`src/rtl/router_ingress_ctrl_if.sv`:
```
// -----------------------------------------------------------------------------
// router_ingress_ctrl_if
// Bundles the ingress controller's source-side and FIFO-side signals.
//
// Handshake: the source presents data_in/pkt_valid and must hold both
// unchanged while busy=1. A byte is taken on a rising clock edge when
// busy=0 and either pkt_valid=1 or the controller is in LOAD_DATA.
// On the FIFO side, a write lands in FIFO i on a rising edge where
// write_enb[i]=1 and fifo_full[i]=0. Until then dout and write_enb are held.
//
// Signals (the slave modport is the controller's view):
//   data_in    source byte                  pkt_valid  header/payload marker
//   busy       source must hold             err        parity mismatch flag
//   fifo_full  router_fifo full flags       fifo_empty router_fifo empty flags
//   read_enb   destination read strobes     write_enb  one-hot FIFO write strobe
//   lfd_state  header-write marker          dout       byte to the FIFOs
//   valid_out  ~fifo_empty                  soft_reset per-FIFO soft reset pulse
//   state_dbg  controller FSM state, for observation only
// -----------------------------------------------------------------------------
interface router_ingress_ctrl_if #(
  parameter int WIDTH = 8
);
  logic [WIDTH-1:0] data_in;
  logic             pkt_valid;
  logic             busy;
  logic             err;
  logic [2:0]       fifo_full;
  logic [2:0]       fifo_empty;
  logic [2:0]       read_enb;
  logic [2:0]       write_enb;
  logic             lfd_state;
  logic [WIDTH-1:0] dout;
  logic [2:0]       valid_out;
  logic [2:0]       soft_reset;
  logic [2:0]       state_dbg;

  modport slave (
    input  data_in, pkt_valid, fifo_full, fifo_empty, read_enb,
    output busy, err, write_enb, lfd_state, dout, valid_out, soft_reset, state_dbg
  );

  modport master (
    output data_in, pkt_valid, fifo_full, fifo_empty, read_enb,
    input  busy, err, write_enb, lfd_state, dout, valid_out, soft_reset, state_dbg
  );
endinterface

```
`src/rtl/router_ingress_ctrl.sv`:
```
// -----------------------------------------------------------------------------
// router_ingress_ctrl
// Ingress stage of the 1x3 router. Decodes the destination from the header
// byte (bits [1:0], 3 = invalid), steers header, payload and parity bytes
// into the selected router_fifo through a 1-deep write buffer, stalls the
// source with busy, and checks the packet parity (err).
//
// Ports:
//   clock  rising-edge system clock
//   reset  synchronous, active-high reset
//   bus    router_ingress_ctrl_if.slave (all data/handshake/FIFO signals)
//
// Optional feature macro: ROUTER_SOFT_RESET_TIMEOUT_EN
//   Defined:   per-port unread-output timeout counters drive soft_reset.
//   Undefined: soft_reset is tied low and read_enb is ignored.
//
// state_dbg encoding: 0 DECODE_ADDRESS, 1 WAIT_TILL_EMPTY, 2 LOAD_FIRST_DATA,
//   3 LOAD_DATA, 4 LOAD_PARITY, 5 CHECK_PARITY_ERROR, 6 DROP.
// -----------------------------------------------------------------------------
module router_ingress_ctrl #(
  parameter int WIDTH          = 8,
  parameter int TIMEOUT_CYCLES = 30
) (
  input  logic                 clock,
  input  logic                 reset,
  router_ingress_ctrl_if.slave bus
);

  typedef enum logic [2:0] {
    DECODE_ADDRESS     = 3'd0,
    WAIT_TILL_EMPTY    = 3'd1,
    LOAD_FIRST_DATA    = 3'd2,
    LOAD_DATA          = 3'd3,
    LOAD_PARITY        = 3'd4,
    CHECK_PARITY_ERROR = 3'd5,
    DROP               = 3'd6
  } state_t;

  state_t           r_state;
  logic [1:0]       r_addr;
  logic [WIDTH-1:0] r_header;
  logic [WIDTH-1:0] r_parity_acc;
  logic [WIDTH-1:0] r_pkt_parity;
  logic [WIDTH-1:0] r_dout;
  logic             r_pending;
  logic             r_lfd;
  logic             r_err;

  logic [1:0]       w_addr_in;
  logic [2:0]       w_sel;
  logic [2:0]       w_sel_in;
  logic             w_full_sel;
  logic             w_empty_sel;
  logic             w_empty_in;
  logic             w_block;
  logic             w_taken;
  logic             w_busy;
  logic             w_accept;
  logic             w_active;
  logic             w_soft_hit;
  logic [2:0]       w_soft_reset;
  logic [2:0]       w_valid_out;

  function automatic logic [2:0] addr_onehot(input logic [1:0] a);
    case (a)
      2'd0:    addr_onehot = 3'b001;
      2'd1:    addr_onehot = 3'b010;
      2'd2:    addr_onehot = 3'b100;
      default: addr_onehot = 3'b000;
    endcase
  endfunction

  assign w_addr_in   = bus.data_in[1:0];
  assign w_sel       = addr_onehot(r_addr);
  assign w_sel_in    = addr_onehot(w_addr_in);
  assign w_full_sel  = |(bus.fifo_full & w_sel);
  assign w_empty_sel = |(bus.fifo_empty & w_sel);
  assign w_empty_in  = |(bus.fifo_empty & w_sel_in);
  assign w_valid_out = ~bus.fifo_empty;

  // Write buffer: the held byte is blocked while its FIFO is full.
  assign w_block = r_pending & w_full_sel;
  assign w_taken = r_pending & ~w_full_sel;

  always_comb begin
    w_busy = 1'b0;
    case (r_state)
      DECODE_ADDRESS:     w_busy = w_block;
      WAIT_TILL_EMPTY:    w_busy = 1'b1;
      LOAD_FIRST_DATA:    w_busy = 1'b1;
      LOAD_DATA:          w_busy = w_block;
      LOAD_PARITY:        w_busy = 1'b1;
      CHECK_PARITY_ERROR: w_busy = 1'b1;
      DROP:               w_busy = w_block;
      default:            w_busy = 1'b0;
    endcase
  end

  // In LOAD_DATA every non-busy cycle consumes a byte; pkt_valid only tells
  // payload from parity there.
  assign w_accept = ~w_busy & (bus.pkt_valid | (r_state == LOAD_DATA));

  // A packet is "active" once a valid header has been latched and until the
  // FSM returns to DECODE_ADDRESS.
  assign w_active   = (r_state != DECODE_ADDRESS) && (r_state != DROP);
  assign w_soft_hit = w_active & |(w_soft_reset & w_sel);

  always_ff @(posedge clock) begin
    if (reset) begin
      r_state      <= DECODE_ADDRESS;
      r_addr       <= 2'd0;
      r_header     <= '0;
      r_parity_acc <= '0;
      r_pkt_parity <= '0;
      r_dout       <= '0;
      r_pending    <= 1'b0;
      r_lfd        <= 1'b0;
      r_err        <= 1'b0;
    end else begin
      r_lfd <= 1'b0;
      if (w_soft_hit) begin
        // The destination FIFO was flushed: abandon the packet, keep err.
        r_pending <= 1'b0;
        r_state   <= bus.pkt_valid ? DROP : DECODE_ADDRESS;
      end else begin
        case (r_state)
          DECODE_ADDRESS: begin
            if (w_accept) begin
              if (w_addr_in != 2'd3) begin
                r_header     <= bus.data_in;
                r_addr       <= w_addr_in;
                r_parity_acc <= bus.data_in;
                r_err        <= 1'b0;
                if (w_empty_in) begin
                  r_state <= LOAD_FIRST_DATA;
                  r_lfd   <= 1'b1;
                end else begin
                  r_state <= WAIT_TILL_EMPTY;
                end
              end else begin
                r_state <= DROP;
              end
            end
          end
          WAIT_TILL_EMPTY: begin
            if (w_empty_sel) begin
              r_state <= LOAD_FIRST_DATA;
              r_lfd   <= 1'b1;
            end
          end
          LOAD_FIRST_DATA: begin
            // The buffer is empty here: the previous parity write completed
            // before CHECK_PARITY_ERROR.
            r_dout    <= r_header;
            r_pending <= 1'b1;
            r_state   <= LOAD_DATA;
          end
          LOAD_DATA: begin
            if (w_accept) begin
              r_dout    <= bus.data_in;
              r_pending <= 1'b1;
              if (bus.pkt_valid) begin
                r_parity_acc <= r_parity_acc ^ bus.data_in;
              end else begin
                r_pkt_parity <= bus.data_in;
                r_state      <= LOAD_PARITY;
              end
            end else if (w_taken) begin
              r_pending <= 1'b0;
            end
          end
          LOAD_PARITY: begin
            if (w_taken) begin
              r_pending <= 1'b0;
              r_state   <= CHECK_PARITY_ERROR;
            end
          end
          CHECK_PARITY_ERROR: begin
            r_err   <= (r_parity_acc != r_pkt_parity);
            r_state <= DECODE_ADDRESS;
          end
          DROP: begin
            if (!bus.pkt_valid) begin
              r_state <= DECODE_ADDRESS;
            end
          end
          default: r_state <= DECODE_ADDRESS;
        endcase
      end
    end
  end

`ifdef ROUTER_SOFT_RESET_TIMEOUT_EN
  logic [4:0] r_to_cnt [3];
  logic [2:0] r_soft_reset;

  // Counts consecutive cycles a port has data nobody reads; on reaching
  // TIMEOUT_CYCLES the port is flushed with a one-cycle soft_reset pulse.
  always_ff @(posedge clock) begin
    if (reset) begin
      for (int i = 0; i < 3; i++) begin
        r_to_cnt[i] <= '0;
      end
      r_soft_reset <= '0;
    end else begin
      for (int i = 0; i < 3; i++) begin
        r_soft_reset[i] <= 1'b0;
        if (w_valid_out[i] && !bus.read_enb[i]) begin
          if (r_to_cnt[i] == 5'(TIMEOUT_CYCLES - 1)) begin
            r_soft_reset[i] <= 1'b1;
            r_to_cnt[i]     <= '0;
          end else begin
            r_to_cnt[i] <= r_to_cnt[i] + 5'd1;
          end
        end else begin
          r_to_cnt[i] <= '0;
        end
      end
    end
  end

  assign w_soft_reset = r_soft_reset;
`else
  logic [2:0] w_unused_read_enb;
  localparam int unused_timeout_cycles = TIMEOUT_CYCLES;

  assign w_unused_read_enb = bus.read_enb;
  assign w_soft_reset      = 3'b000;
`endif

  assign bus.busy       = w_busy;
  assign bus.err        = r_err;
  assign bus.write_enb  = r_pending ? w_sel : 3'b000;
  assign bus.lfd_state  = r_lfd;
  assign bus.dout       = r_dout;
  assign bus.valid_out  = w_valid_out;
  assign bus.soft_reset = w_soft_reset;
  assign bus.state_dbg  = r_state;

endmodule
```
`src/flat_wrapper.sv`:
```
// flat-port wrapper written by rule: the top's interface ports become plain ports
module router_ingress_ctrl_flat 
#(
  parameter int WIDTH          = 8,
  parameter int TIMEOUT_CYCLES = 30
)
  (clock, reset, bus_data_in, bus_pkt_valid, bus_fifo_full, bus_fifo_empty, bus_read_enb, bus_busy, bus_err, bus_write_enb, bus_lfd_state, bus_dout, bus_valid_out, bus_soft_reset, bus_state_dbg);
  router_ingress_ctrl_if #(.WIDTH(WIDTH)) bus_i ();
  input  logic clock;
  input  logic reset;
  input wire logic [$bits(bus_i.data_in)-1:0] bus_data_in;
  input wire logic [$bits(bus_i.pkt_valid)-1:0] bus_pkt_valid;
  input wire logic [$bits(bus_i.fifo_full)-1:0] bus_fifo_full;
  input wire logic [$bits(bus_i.fifo_empty)-1:0] bus_fifo_empty;
  input wire logic [$bits(bus_i.read_enb)-1:0] bus_read_enb;
  output wire logic [$bits(bus_i.busy)-1:0] bus_busy;
  output wire logic [$bits(bus_i.err)-1:0] bus_err;
  output wire logic [$bits(bus_i.write_enb)-1:0] bus_write_enb;
  output wire logic [$bits(bus_i.lfd_state)-1:0] bus_lfd_state;
  output wire logic [$bits(bus_i.dout)-1:0] bus_dout;
  output wire logic [$bits(bus_i.valid_out)-1:0] bus_valid_out;
  output wire logic [$bits(bus_i.soft_reset)-1:0] bus_soft_reset;
  output wire logic [$bits(bus_i.state_dbg)-1:0] bus_state_dbg;
  assign bus_i.data_in = bus_data_in;
  assign bus_i.pkt_valid = bus_pkt_valid;
  assign bus_i.fifo_full = bus_fifo_full;
  assign bus_i.fifo_empty = bus_fifo_empty;
  assign bus_i.read_enb = bus_read_enb;
  assign bus_busy = bus_i.busy;
  assign bus_err = bus_i.err;
  assign bus_write_enb = bus_i.write_enb;
  assign bus_lfd_state = bus_i.lfd_state;
  assign bus_dout = bus_i.dout;
  assign bus_valid_out = bus_i.valid_out;
  assign bus_soft_reset = bus_i.soft_reset;
  assign bus_state_dbg = bus_i.state_dbg;
  router_ingress_ctrl #(.WIDTH(WIDTH), .TIMEOUT_CYCLES(TIMEOUT_CYCLES)) u_core (.clock(clock), .reset(reset), .bus(bus_i));
endmodule
```
`config.mk`:
```
export PLATFORM = sky130hd
export DESIGN_NAME = router_ingress_ctrl_flat
export DESIGN_NICKNAME = d
export VERILOG_FILES = /design/src/rtl/router_ingress_ctrl_if.sv /design/src/rtl/router_ingress_ctrl.sv /design/src/flat_wrapper.sv
export SDC_FILE = /design/constraint.sdc
export NUM_CORES = 1
export LEC_CHECK = 0
export BUFFER_PORTS_ARGS = -buffer_cell sky130_fd_sc_hd__buf_2
export CORE_AREA = 4 4 83 70
export DETAILED_ROUTE_END_ITERATION = 10
export DIE_AREA = 0 0 87 74
export GPL_ROUTABILITY_DRIVEN = 0
export HOLD_SLACK_MARGIN = 0.08
export PLACE_DENSITY = 0.66
export REMOVE_ABC_BUFFERS = 1
export SYNTH_ARGS = -nofsm -noshare
export SYNTH_HDL_FRONTEND = slang
export SYNTH_SLANG_ARGS = --single-unit
```
`constraint.sdc`:
```
create_clock -name clock -period 2.88 [get_ports clock]
set_clock_uncertainty 0.15 [all_clocks]
set_input_delay 0.288 -clock clock [delete_from_list [all_inputs] [get_ports clock]]
set_output_delay 0.288 -clock clock [all_outputs]
set_load 0.02 [all_outputs]
```
; Word level (Yosys, flattened, before mapping)
; Index checks and enable logic that the tools add are counted.
[op_classes]
addsub = 0
mul = 0
n_div = 0
magnitude_cmp = 0
eq_ne = 20
shift = 0
muxes = 31
bitwise = 12
n_reduce_logical = 18
[ops]
columns = op, n
row1 = 8-bit two-way mux, 5
row2 = 8-bit one-hot mux with 2 select lines, 2
row3 = 3-bit two-way mux, 8
row4 = 3-bit one-hot mux with 3 select lines, 2
row5 = 3-bit one-hot mux with 6 select lines, 1
row6 = 3-bit OR reduction, 4
row7 = "2-bit by 1-bit != test with 1-bit output, second input constant", 5
row8 = 3-bit AND, 3
row9 = "3-bit equality test, second input constant", 3
row10 = 3-bit AND reduction, 3
row11 = 1-bit two-way mux, 8
row12 = "2-bit != test, second input constant", 4
row13 = 8-bit != test, 1
row14 = 8-bit XOR, 1
row15 = "3-bit by 2-bit equality test with 1-bit output, second input constant", 2
row16 = 1-bit one-hot mux with 2 select lines, 3
row17 = 6-bit AND reduction, 1
row18 = 2-bit nonzero test, 3
row19 = 5-bit AND reduction, 1
row20 = "2-bit by 1-bit equality test with 1-bit output, second input constant", 2
row21 = "2-bit equality test, second input constant", 2
row22 = 2-bit logical NOT, 2
row23 = 4-bit OR reduction, 1
row24 = 1-bit AND, 3
row25 = 9 further kinds, 11
[totals]
ff_bits = 40
latch_bits = 0
mem_bits_rw = 0
rom_bits = 0
elab_cells = 90
mem_count = 0

; Longest topological paths before layout
[logic_depth]
ltp_word = 10
ltp_mapped = 7
mapped_depth_nobuf = 5

; Worst setup path before layout
; OpenSTA, ideal clock, no wires.
[synth_path]
path_type = register to register
start = register u_core.r_header[0] (netlist name)
end = register u_core.r_state[0] (netlist: u_core.bus.state_dbg[0])
setup_time_ps = 121
arrival_ps = 1801
required_ps = 2609
path_slack_ps = 808
path_stages_with_launch = 7
n_path_buf = 1
path_cell_list = dfxtp_1 > bufbuf_16 > and4b_2 > a211oi_2 > o22ai_1 > nor2_1 > mux2_2
[synth_lines]
columns = item, line
row1 = end signal: assignment, router_ingress_ctrl.sv:124  ; r_state <= bus.pkt_valid ? DROP : DECODE_ADDRESS;
row2 = end: declaration, router_ingress_ctrl.sv:39  ; state_t r_state;

==> results.md <==
- overall fraction of global-route tracks in use: 0.1606
- share of Yosys cell area claimed by the top area cell type: 0.3502
- category of the worst setup path launch point: register
- Yosys cell types: 48
- number of resized instances in the post-cts repair step: 0
- largest fanout of any net on the critical path: 10
- result of the run: finished, final reports clean
- period utilisation layout: 0.9013
- most frequent standard cell in the layout excluding fill and tap cells: sky130_fd_sc_hd__dfxtp_1
- required time at the worst-slack endpoint: 2880 ps
- P_leak: 1.022 nW
- pin count of the biggest net entering global routing: 42
- commonest cells after routing, fill and taps aside: sky130_fd_sc_hd__dfxtp_1, sky130_fd_sc_hd__buf_2, sky130_fd_sc_hd__nand2_1, sky130_fd_sc_hd__nor2_1
- dominant register cell in the synthesized netlist: sky130_fd_sc_hd__dfxtp_1
- number of enable flip-flop cells after synthesis: 0
- Mapped Area: 0.002172 mm^2
- number of antenna cells inserted: 0
- top post-synthesis cells by area: sky130_fd_sc_hd__dfxtp_1, sky130_fd_sc_hd__mux2i_1, sky130_fd_sc_hd__nand2_1
- register bit total from synthesis: 38
- Max Cap Violations: 0
- routed length per placed instance: 14.10 um
- worst endpoint data arrival time: 2600 ps
- clock-pin transition on the worst setup and hold timing paths: 80 ps
- Non-Filler Instances: 345
- area enclosed by the die boundary: 0.006438 mm^2
- number of buffers between clock root and the deepest sink: 2
- width of the die: 87 um
- die outline height: 74 um
- Crit Reg-Reg Startpoint: u_core.r_header[1]$_SDFFE_PP0P_
- DRC violation count after routing: 0
- half-perimeter wire length after placement: 3.357 mm
- vias in the first global route: 1698
- IR Drop Worst-Case VDD: 0.0003733 V
- Final WS setup: 284.3 ps
- power density normalized to cell area: 911.6 mW/mm^2
- Remaining Overflow, GRT: 0
- type of destination of the critical path: register
- setup bufs post-CTS: 0
- setup repair after global routing missed its margin: false
- crit path kind: reg2reg
- Inserted Clock Buffers: 5
- share of synthesized flip-flops with an asynchronous set or reset: 0
- pre-CTS WS: 328.1 ps
- number of warnings printed during yosys synthesis: 0
- hold wc startpoint: bus_data_in[3]
- Max Slew Vio Count: 0
- post-synthesis instance total: 253
- Worst Tran Pin Value: 777.8 ps
- detail-routed via count per cell: 5.348
- Final Critical Period: 2596 ps
- drt pass-1 iters: 4
- worst hold stages: 2
- root buf cell: sky130_fd_sc_hd__clkbuf_8
- floorplan core area: 0.004921 mm^2
- worst reg-to-reg setup slack: 280 ps
- number of DRC markers in iteration 0: 78
- Register-to-Register Path Depth: 5
- # nets final: 303
- total length of routed wires: 4.863 mm
- number of placed instances with taps included: 338
- setup violators final: 0
- number of failing hold endpoints at the final stage: 0
- overall via count from detail_route: 1845
- reg2reg end: u_core.bus.err$_SDFFE_PP0P_
- upper clock frequency limit: 385.3 MHz
- initial core utilization: 0.4414
- cell taking the most area after synthesis: sky130_fd_sc_hd__dfxtp_1
- setup tns final: 0 ps
- relative slew slack: 0.4815
- Rows: 23
- Hold Path Class: in2reg
- depth of the CTS H-tree: 2
- synthesis-to-finish area growth: 10.83%
- residual antenna-violating net count after detailed routing: 0
- worst-skew pair later-pin latency: 290 ps
- sequential fraction of the synthesis area: 0.3502
- number of antenna violations at the first check in global routing: 0
- wire length of the first global-routing pass: 8.052 mm
- layout cell share with drive strength beyond 1: 0.2403
- quantity of hold-fixing buffers added after cts: 0
- number of ports placed on the die boundary: 43
- TritonCTS clock tree: built
- final core occ: 0.4892
- Worst Hold Path EP: u_core.r_parity_acc[3]$_SDFFE_PP0P_
- number of sinks on the clock net: 38
- count of buffers from port buffering: 36
- mean post-synth cell area: 8.585 um^2
-- how the worst max path moves through the flow --
stage / slack (ps) / start / cells past startpoint / endpoint
finish: 280 / u_core.r_header[1]$_SDFFE_PP0P_ / 5 / u_core.bus.err$_SDFFE_PP0P_
global route: 90 / u_core.r_header[1]$_SDFFE_PP0P_ / 5 / u_core.bus.err$_SDFFE_PP0P_
CTS: 310 / u_core.r_header[1]$_SDFFE_PP0P_ / 5 / u_core.bus.err$_SDFFE_PP0P_
detailed placement: 330 / u_core.r_header[1]$_SDFFE_PP0P_ / 5 / u_core.bus.err$_SDFFE_PP0P_
global placement: 320 / u_core.r_header[1]$_SDFFE_PP0P_ / 5 / u_core.bus.err$_SDFFE_PP0P_
floorplan: 440 / u_core.r_header[1]$_SDFFE_PP0P_ / 5 / u_core.bus.state_dbg[0]$_SDFFE_PP0P_
-- metrics by stage --
step | power (mW) | area, um^2 | hold slack, ps
floorplan | 1.440 | 1992 | 202.6
global placement | 1.732 | 2295 | 304.1
detailed placement | 1.742 | 2295 | 308.4
CTS | 2.206 | 2407 | 123.0
global route | 2.354 | 2407 | 138.7
finish | 2.194 | 2407 | 128.1
-- cell usage after synthesis, drive strengths merged, types with 2 or more instances --
cell type,number
dfxtp,38
nand2,27
nor2,24
a21oi,14
inv,14
a211oi,12
nand3,12
o21ai,12
mux2i,11
clkbuf,10
buf,9
xor2,8
a311oi,7
a31o,6
nor3,6
nor2b,4
or3,4
a22o,3
mux2,3
nand3b,3
nor4,3
a2111oi,2
a31oi,2
nor3b,2
o21a,2
-- registers in the layout (all words and copies together) (netlist names) --
name / cells
u_core.r_pending: 1
u_core.r_pkt_parity: 8
u_core.bus.dout: 8
u_core.bus.lfd_state: 1
u_core.bus.state_dbg: 3
u_core.r_parity_acc: 8
u_core.bus.err: 1
u_core.r_header: 8
-- logic make-up (layout without fill, tap and decap cells) --
logic type | count (synthesis) | count (layout) | synth area share
AND/OR/NAND/NOR | 90 | 90 | 0.2033
AO/OA/AOI/OAI | 67 | 67 | 0.2339
flip-flops | 38 | 38 | 0.3502
buffers and inverters | 35 | 63 | 0.1106
multiplexers | 14 | 14 | 0.06797
XOR/XNOR | 8 | 8 | 0.03226
other | 1 | 3 | 0.001726
-- where the power goes --
part	internal, mW	switching (mW)
clock	0.277	0.184
combinational	0.390	0.561
sequential	0.641	0.141
total	1.31	0.886
-- area by class of cell --
cell class                      instances  area (um^2)
Clock buffer                            6        82.58
Clock inverter                          1        30.03
Fill cell                             484         2514
Inverter                               14        52.55
Multi-Input combinational cell        182         1179
Sequential cell                        38        760.7
Tap cell                               62        77.57
Timing Repair Buffer                   42        225.2
-- layer usage --
layer | up-vias | track usage | wire [um] | share of wire
met5 | - | 0 | 0 | 0
met4 | 0 | 0.04152 | 43 | 0.0088
met3 | 5 | 0.04873 | 324 | 0.067
met2 | 42 | 0.2511 | 2160 | 0.44
met1 | 841 | 0.2175 | 2335 | 0.48
li1 | 957 | - | - | -
-- worst max-delay path: stages, from the launching register on --
cell	delay [ps]
sky130_fd_sc_hd__dfxtp_1	530
sky130_fd_sc_hd__mux2_4	370
sky130_fd_sc_hd__a211oi_2	410
sky130_fd_sc_hd__nand3_1	590
sky130_fd_sc_hd__a31oi_1	350
sky130_fd_sc_hd__nor2_1	60
No activity file was read; power rests on OpenSTA's default activity.
